<file path="src/rtl/uart_pkg.sv">
// Shared UART definitions: frame state encoding, default rates and bit-level helpers.
// Used by tx_core and rx_core.
package uart_pkg;

  localparam int unsigned CLK_FREQUENCY_DEF = 100_000_000;
  localparam int unsigned BAUD_RATE_DEF     = 19200;
  localparam int unsigned DATA_BITS         = 8;

  typedef enum logic [2:0] {
    ST_IDLE   = 3'd0,
    ST_START  = 3'd1,
    ST_DATA   = 3'd2,
    ST_PARITY = 3'd3,
    ST_STOP   = 3'd4
  } uart_state_e;

  // Clock cycles per serial bit (integer division).
  function automatic int unsigned bit_cycles(input int unsigned clk_freq,
                                             input int unsigned baud);
    return clk_freq / baud;
  endfunction

  // Parity bit that makes the total count of ones (data + parity) odd.
  function automatic logic odd_parity(input logic [DATA_BITS-1:0] data);
    return ~^data;
  endfunction

endpackage

</file>
<file path="src/rtl/uart_baud_gen.sv">
// Bit-period counter: counts 0..BIT_CYCLES-1 and strobes bit_end_o during the last count.
// clear_i holds the count at zero so the next period starts aligned.
module uart_baud_gen #(
  parameter int unsigned BIT_CYCLES = 16
) (
  input  logic clk,
  input  logic rst,
  input  logic clear_i,
  output logic bit_end_o
);

  localparam int unsigned CNT_W = (BIT_CYCLES > 1) ? $clog2(BIT_CYCLES) : 1;
  localparam logic [CNT_W-1:0] LAST = CNT_W'(BIT_CYCLES - 1);

  logic [CNT_W-1:0] cnt_q, cnt_d;
  logic             bit_end_q;

  always_comb begin
    cnt_d = cnt_q + CNT_W'(1);
    if (clear_i || (cnt_q == LAST)) begin
      cnt_d = '0;
    end
  end

  // Strobe is registered one count ahead so it coincides with count LAST.
  always_ff @(posedge clk) begin
    if (rst) begin
      cnt_q     <= '0;
      bit_end_q <= 1'b0;
    end else begin
      cnt_q     <= cnt_d;
      bit_end_q <= (cnt_d == LAST);
    end
  end

  assign bit_end_o = bit_end_q;

endmodule

</file>
<file path="src/rtl/tx_core.sv">
// UART transmitter: start, 8 data bits LSB first, odd parity, 1 stop bit.
// Optional TX_PARITY_INJECT_EN adds force_parity_err to invert the parity bit of one frame.
module tx_core import uart_pkg::*; #(
  parameter int unsigned CLK_FREQUENCY = CLK_FREQUENCY_DEF,
  parameter int unsigned BAUD_RATE     = BAUD_RATE_DEF
) (
  input  logic                 clk,
  input  logic                 rst,
  input  logic                 send,
  input  logic [DATA_BITS-1:0] din,
`ifdef TX_PARITY_INJECT_EN
  input  logic                 force_parity_err,
`endif
  output logic                 tx,
  output logic                 busy,
  output logic                 tx_done
);

  localparam int unsigned BIT_CYCLES = bit_cycles(CLK_FREQUENCY, BAUD_RATE);
  localparam int unsigned IDX_W      = $clog2(DATA_BITS);
  localparam logic [IDX_W-1:0] LAST_IDX = IDX_W'(DATA_BITS - 1);

  uart_state_e          state_q;
  logic [DATA_BITS-1:0] shift_q;
  logic [IDX_W-1:0]     bit_idx_q;
  logic                 parity_q;
  logic                 tx_q;
  logic                 busy_q;
  logic                 tx_done_q;
  logic                 bit_end;
  logic                 parity_flip;

`ifdef TX_PARITY_INJECT_EN
  assign parity_flip = force_parity_err;
`else
  assign parity_flip = 1'b0;
`endif

  uart_baud_gen #(
    .BIT_CYCLES(BIT_CYCLES)
  ) u_baud (
    .clk      (clk),
    .rst      (rst),
    .clear_i  (state_q == ST_IDLE),
    .bit_end_o(bit_end)
  );

  // Frame sequencer; tx, busy and tx_done all come straight from flops.
  always_ff @(posedge clk) begin
    if (rst) begin
      state_q   <= ST_IDLE;
      shift_q   <= '0;
      bit_idx_q <= '0;
      parity_q  <= 1'b0;
      tx_q      <= 1'b1;
      busy_q    <= 1'b0;
      tx_done_q <= 1'b0;
    end else begin
      tx_done_q <= 1'b0;
      case (state_q)
        ST_IDLE: begin
          tx_q   <= 1'b1;
          busy_q <= 1'b0;
          if (send) begin
            shift_q   <= din;
            parity_q  <= odd_parity(din) ^ parity_flip;
            bit_idx_q <= '0;
            tx_q      <= 1'b0;
            busy_q    <= 1'b1;
            state_q   <= ST_START;
          end
        end
        ST_START: begin
          if (bit_end) begin
            tx_q    <= shift_q[0];
            state_q <= ST_DATA;
          end
        end
        ST_DATA: begin
          if (bit_end) begin
            if (bit_idx_q == LAST_IDX) begin
              tx_q    <= parity_q;
              state_q <= ST_PARITY;
            end else begin
              tx_q      <= shift_q[1];
              shift_q   <= shift_q >> 1;
              bit_idx_q <= bit_idx_q + IDX_W'(1);
            end
          end
        end
        ST_PARITY: begin
          if (bit_end) begin
            tx_q    <= 1'b1;
            state_q <= ST_STOP;
          end
        end
        ST_STOP: begin
          if (bit_end) begin
            tx_q      <= 1'b1;
            busy_q    <= 1'b0;
            tx_done_q <= 1'b1;
            state_q   <= ST_IDLE;
          end
        end
        default: begin
          tx_q    <= 1'b1;
          busy_q  <= 1'b0;
          state_q <= ST_IDLE;
        end
      endcase
    end
  end

  assign tx      = tx_q;
  assign busy    = busy_q;
  assign tx_done = tx_done_q;

endmodule

</file>
<file path="config.mk">
export PLATFORM = sky130hd
export DESIGN_NAME = tx_core
export DESIGN_NICKNAME = d
export VERILOG_FILES = /design/src/rtl/uart_pkg.sv /design/src/rtl/uart_baud_gen.sv /design/src/rtl/tx_core.sv
export SDC_FILE = /design/constraint.sdc
export NUM_CORES = 1
export LEC_CHECK = 0
export BUFFER_PORTS_ARGS = -buffer_cell sky130_fd_sc_hd__buf_2
export CORE_MARGIN = 8
export CORE_UTILIZATION = 60
export CTS_CLUSTER_SIZE = 12
export DETAILED_ROUTE_END_ITERATION = 8
export PLACE_DENSITY = 0.84
export SETUP_SLACK_MARGIN = 0.02
export SYNTH_ARGS = -nofsm -noshare
export SYNTH_HDL_FRONTEND = slang
export SYNTH_SLANG_ARGS = --single-unit
</file>
<file path="constraint.sdc">
create_clock -name clk -period 2.6 [get_ports clk]
set_input_delay 0.78 -clock clk [delete_from_list [all_inputs] [get_ports clk]]
set_output_delay 0.78 -clock clk [all_outputs]
set_load 0.02 [all_outputs]
</file>
Yosys cells after proc, flatten, opt, wreduce, memory -nomap -nowiden --
Index checks and enable logic that the tools add are counted.
Cells by class: add/sub/neg operators 2, equal/unequal tests 15, multiplexer cells 26, bitwise gates (word level) 2, reduce and logical (&&, ||, !) cells 12
Operators by type and width (number):
- $mux W3 | 9
- $eq A13 B13 Y1 const B | 2
- $mux W8 | 3
- $pmux W8 S2 | 1
- $pmux W3 S5 | 1
- $add A13 B1 Y13 const B | 1
- $mux W13 | 1
- $ne A2 B1 Y1 const B | 5
- $mux W1 | 8
- $reduce_xnor A8 Y1 | 1
- $eq A3 B2 Y1 const B | 2
- $eq A3 B3 Y1 const B | 2
- $ne A2 B2 Y1 const B | 3
- $pmux W3 S2 | 1
- $reduce_and A6 Y1 | 1
- $pmux W1 S4 | 1
- $reduce_and A2 Y1 | 2
- $reduce_and A4 Y1 | 1
- $reduce_or A2 Y1 | 2
- $add A3 B1 Y3 const B | 1
- $eq A3 B1 Y1 const B | 1
- $logic_not A3 Y1 | 1
- $pmux W1 S3 | 1
- $reduce_and A3 Y1 | 1
- other kinds (4) | 5
Storage, ports and cells: register bits 32, input bits 11, output and inout bits 3, logic and storage cells 66

Depth between registers and ports, before layout --
depth in word-level cells 4, depth in mapped cells 7, gate-level depth less buffers 6

Cells and area by module --
From an unflattened synthesis, not the netlist that was laid out.
Unflattened totals: cell total of the unflattened synthesis 179, area total of the unflattened synthesis 1660.3 um^2
Modules (own cells, without submodules):
- tx_core | instances 1, cells each 103, area an instance 978.4 um^2, seq. area each 360.3 um^2
- uart_baud_gen | instances 1, cells each 76, area an instance 681.9 um^2, seq. area each 280.3 um^2

Least setup slack after synthesis --
No wires, ideal clock.
path kind input -> register, start input port rst, end register u_baud.bit_end_q (netlist: u_baud.bit_end_o), setup time 0.103 ns, data arrival time 1.647 ns, required time 2.497 ns, slack 0.850 ns, stages on the path 3, buffers on the path 0, path through nor3_2 or4b_1 a2111oi_2
RTL lines:
- start, declared | RTL line tx_core.sv:8 | input logic rst,
- end signal, assigned | RTL line uart_baud_gen.sv:32 | bit_end_q <= (cnt_d == LAST);
- end, declared | RTL line uart_baud_gen.sv:16 | logic bit_end_q;

Worst setup path in the final report --
start register bit_idx_q[0], end register shift_q[2]
On the way: longest elaborated chain between the ends 3
Ends and longest elaborated chain:
- start, declared | RTL line tx_core.sv:25 | logic [IDX_W-1:0] bit_idx_q;
- start signal, assigned | RTL line tx_core.sv:87 | bit_idx_q <= bit_idx_q + IDX_W'(1);
- $eq A3 B3 Y1 | RTL line tx_core.sv:81 | if (bit_idx_q == LAST_IDX) begin
- $ne A2 B2 Y1 (no source line)
- $reduce_and A4 Y1 (no source line)
- end signal, assigned | RTL line tx_core.sv:65 | shift_q <= din;
- end signal, assigned | RTL line tx_core.sv:86 | shift_q <= shift_q >> 1;
- end, declared | RTL line tx_core.sv:24 | logic [DATA_BITS-1:0] shift_q;
No other way between the ends. A chain may end at the register's enable or synchronous reset.

==> summary.txt <==
Layout
  • # nets final: 202
  • Layout cells sized above 1: 12.7%
  • Layout area overhead: 7.94%
  • Number of antenna diodes: 0

Global routing
  • First-pass GRT wire length: 5.45 mm
  • Total GRT Usage: 15.4%
  • Largest net degree at the start of global routing: 22
  • GRT overflow: 0
  • Initial antenna violation count: 0
  • Vias in the first global route: 1321

Clock tree
  • Worst-Skew Late Latency: 320 ps
  • Setup bufs post-CTS: 0
  • CTS clk-pin slew, worst paths: 90 ps
  • PostCTS Resize Cnt: 0
  • Clk buf depth: 2
  • H-tree levels: 2
  • CTS sink cnt: 32
  • Root buffer cell: clkbuf_4
  • CTS Hold Bufs: 0
  • CTS Buf Count: 5
  • CTS tree: yes

Flow run
  • Max_cap viols: 0

Pwr
  • Cell-internal power: 680 uW
  • Logic pwr share: 9.8%
  • VDD IR max: 0.000424 V
  • Psw: 217 uW
  • Power density over the cells: 527 mW/mm2
  • Sw Share: 24.2%
  • Clock power frac: 32.4%
  • Seq pwr share: 57.8%
  • Leakage: 0.581 nW
  • Total chip power: 897 uW

Logic synthesis
  • Post-Syn Instances: 178
  • Mean Syn Cell Area: 8.86 um2
  • Yosys top cell area share: 40.6%
  • Synth area leaders: dfxtp_1 (41%), xnor2_1 (8.9%), nor2_1 (7.1%)
  • #FFs+latches synth: 32
  • Syn. warnings: 0
  • Largest area contributor in the netlist: dfxtp_1
  • Synthesized area: 0.00158 mm2
  • Number of flops mapped to enable cells by yosys: 0
  • Sequential area share after synthesis: 40.6%
  • Distinct cell type count after synthesis: 38
  • Fraction of registers with async set/reset: 0%
  • Synth Flop Type: dfxtp_1
  • Mapped Nets: 192

Timing
  • Unrepaired setup endpoints after global routing: no
  • Worst-Margin Slew: 611 ps
  • Fin crit share: 75.5%
  • Layout Skew: 4.66 ps
  • Fmax: 510 MHz
  • Tmin final: 1960 ps
  • Final-report setup violation count: 0
  • Final hold vios: 0
  • Worst relative slew slack: 59.3%
  • Setup_tns: 0 ps
  • Fin Hold WS: 476 ps
  • Max Slew Vio Count: 0

Detailed routing
  • DR vias/cell: 5.71
  • Total wire length: 3.06 mm
  • Detail Route Antenna Nets: 0
  • Initial DRC count: 77
  • Routed vias: 1250
  • Avg WL per Cell: 14.0 um
  • Drt first pass iters: 7
  • DRC viols: 0

Floorplanning
  • Die area: 0.00452 mm2
  • Io pins: 14
  • Die Height: 67.3 um
  • Initial core utilization: 63.6%
  • Die span in x: 67.3 um
  • Core outline area: 0.00248 mm2
  • Row cnt: 18

Worst hold path
  • Hold Path Origin: u_baud.cnt_q[0]$_SDFF_PP0_
  • Min-delay worst type: reg2reg

Setup path
  • Class of the most critical setup path: reg2reg
  • CP arrival: 2190 ps
  • Crit path max fanout: 20
  • R2r startpoint: bit_idx_q[0]$_SDFFE_PP0P_
  • Critical path startpoint: bit_idx_q[0]$_SDFFE_PP0P_
  • Reg2Reg Setup Slack: 640 ps
  • R2R depth: 6
  • Worst endpoint required time: 2830 ps
  • Startpoint types: flop
  • Critical path destination: shift_q[2]$_SDFFE_PP0P_
  • Worst R2R End: shift_q[2]$_SDFFE_PP0P_
  • Crit. End Element: flop

Placement
  • Dpl hpwl: 2.22 mm
  • Routability congestion estimate: 0.918
  • PortBufs: 13

Run status
  • Status: completed
[through the flow]
stage,area (um2),setup WS [ps],utilization (%),std cells
final,1700,638,68.7,219
after global routing,1700,501,68.7,219
after CTS,1700,642,68.7,219
after detailed placement,1640,356,66.3,211
after global placement,1640,527,66.3,211
after floorplan,1580,850,-,178
[sequential cells by signal, summed over array words and instances, names as in the netlist]
signal and count:
bit_idx_q 3, busy 1, parity_q 1, shift_q 8, state_q 3, tx 1, tx_done 1, u_baud.bit_end_o 1
u_baud.cnt_q 13
[Yosys cell counts, drive strengths merged (2+ instances only)]
cell      n
a2111oi   2
a211oi    8
a21oi     4
a31oi     2
buf       5
clkbuf    7
dfxtp    32
ha        3
inv       3
mux2i    10
nand2     7
nand2b    3
nand3     6
nand3b    2
nand4     3
nor2     30
nor2b     3
nor3      8
nor4b     2
o21ai     3
xnor2    16
xor2      5
[routing by layer]
metal,global-route usage (%),vias up,part of all wire [%]
li1,-,637,-
met1,16.7,580,45
met2,26.5,29,49
met3,4.30,4,4.3
met5,0,-,0
met4,8.88,0,1.4
[critical path, cell delays in order, from the launching register on]
cell and delay, ps:
dfxtp_1 330, ha_1 200, ha_1 220, and3b_1 220, o21a_1 510, nor2_1 110
a211oi_1 270
[layout by cell type (no fill, tap or decap), types with 6 or more instances in the layout]
| cell type | synthesis | routed |
|---|---|---|
| dfxtp_1 | 32 | 32 |
| mux2i_1 | 10 | 10 |
| nand2_1 | 7 | 7 |
| buf_2 | 5 | 13 |
| a211oi_1 | 8 | 8 |
| xnor2_1 | 16 | 16 |
| nor2_1 | 30 | 30 |
| nor3_1 | 7 | 7 |
| nand3_1 | 6 | 6 |
[how the worst min path moves through the flow]
stage	end	slack, ps	cells after the start
3_5_place_dp	u_baud.cnt_q[0]$_SDFF_PP0_	460	1
5_1_grt	u_baud.cnt_q[0]$_SDFF_PP0_	510	1
2_1_floorplan	u_baud.cnt_q[0]$_SDFF_PP0_	430	1
6_report	u_baud.cnt_q[0]$_SDFF_PP0_	480	1
4_1_cts	u_baud.cnt_q[0]$_SDFF_PP0_	480	1
3_3_place_gp	u_baud.cnt_q[0]$_SDFF_PP0_	440	1
[power by group through the flow]
| stage | Sequential, mW | Clock, mW | Combinational, mW |
|---|---|---|---|
| after global placement | 0.529 | 0 | 0.0831 |
| after floorplan | 0.528 | 0 | 0.0645 |
| after CTS | 0.519 | 0.300 | 0.0887 |
| after global routing | 0.521 | 0.322 | 0.0977 |
| final | 0.519 | 0.290 | 0.0883 |
| after detailed placement | 0.530 | 0 | 0.0886 |
[logic make-up after synthesis]
group	after synthesis	share of synthesized area (%)
buffers and inverters	15	3.97
adder cells (fa/ha/maj)	3	2.38
multiplexers	10	6.35
flip-flops	32	40.6
AO/OA/AOI/OAI	24	11.0
AND/OR/NAND/NOR	73	24.0
XOR/XNOR	21	11.7
[area by class of cell]
type                    instances  area, um2
clock buffers                   8       58.8
well taps                      30       37.5
fillers                       201        776
flip-flops and latches         32        641
inverters                       3       11.3
repair buffers                 15       80.1
multi-input cells             131        873
Power figures use the tool's default switching activity.
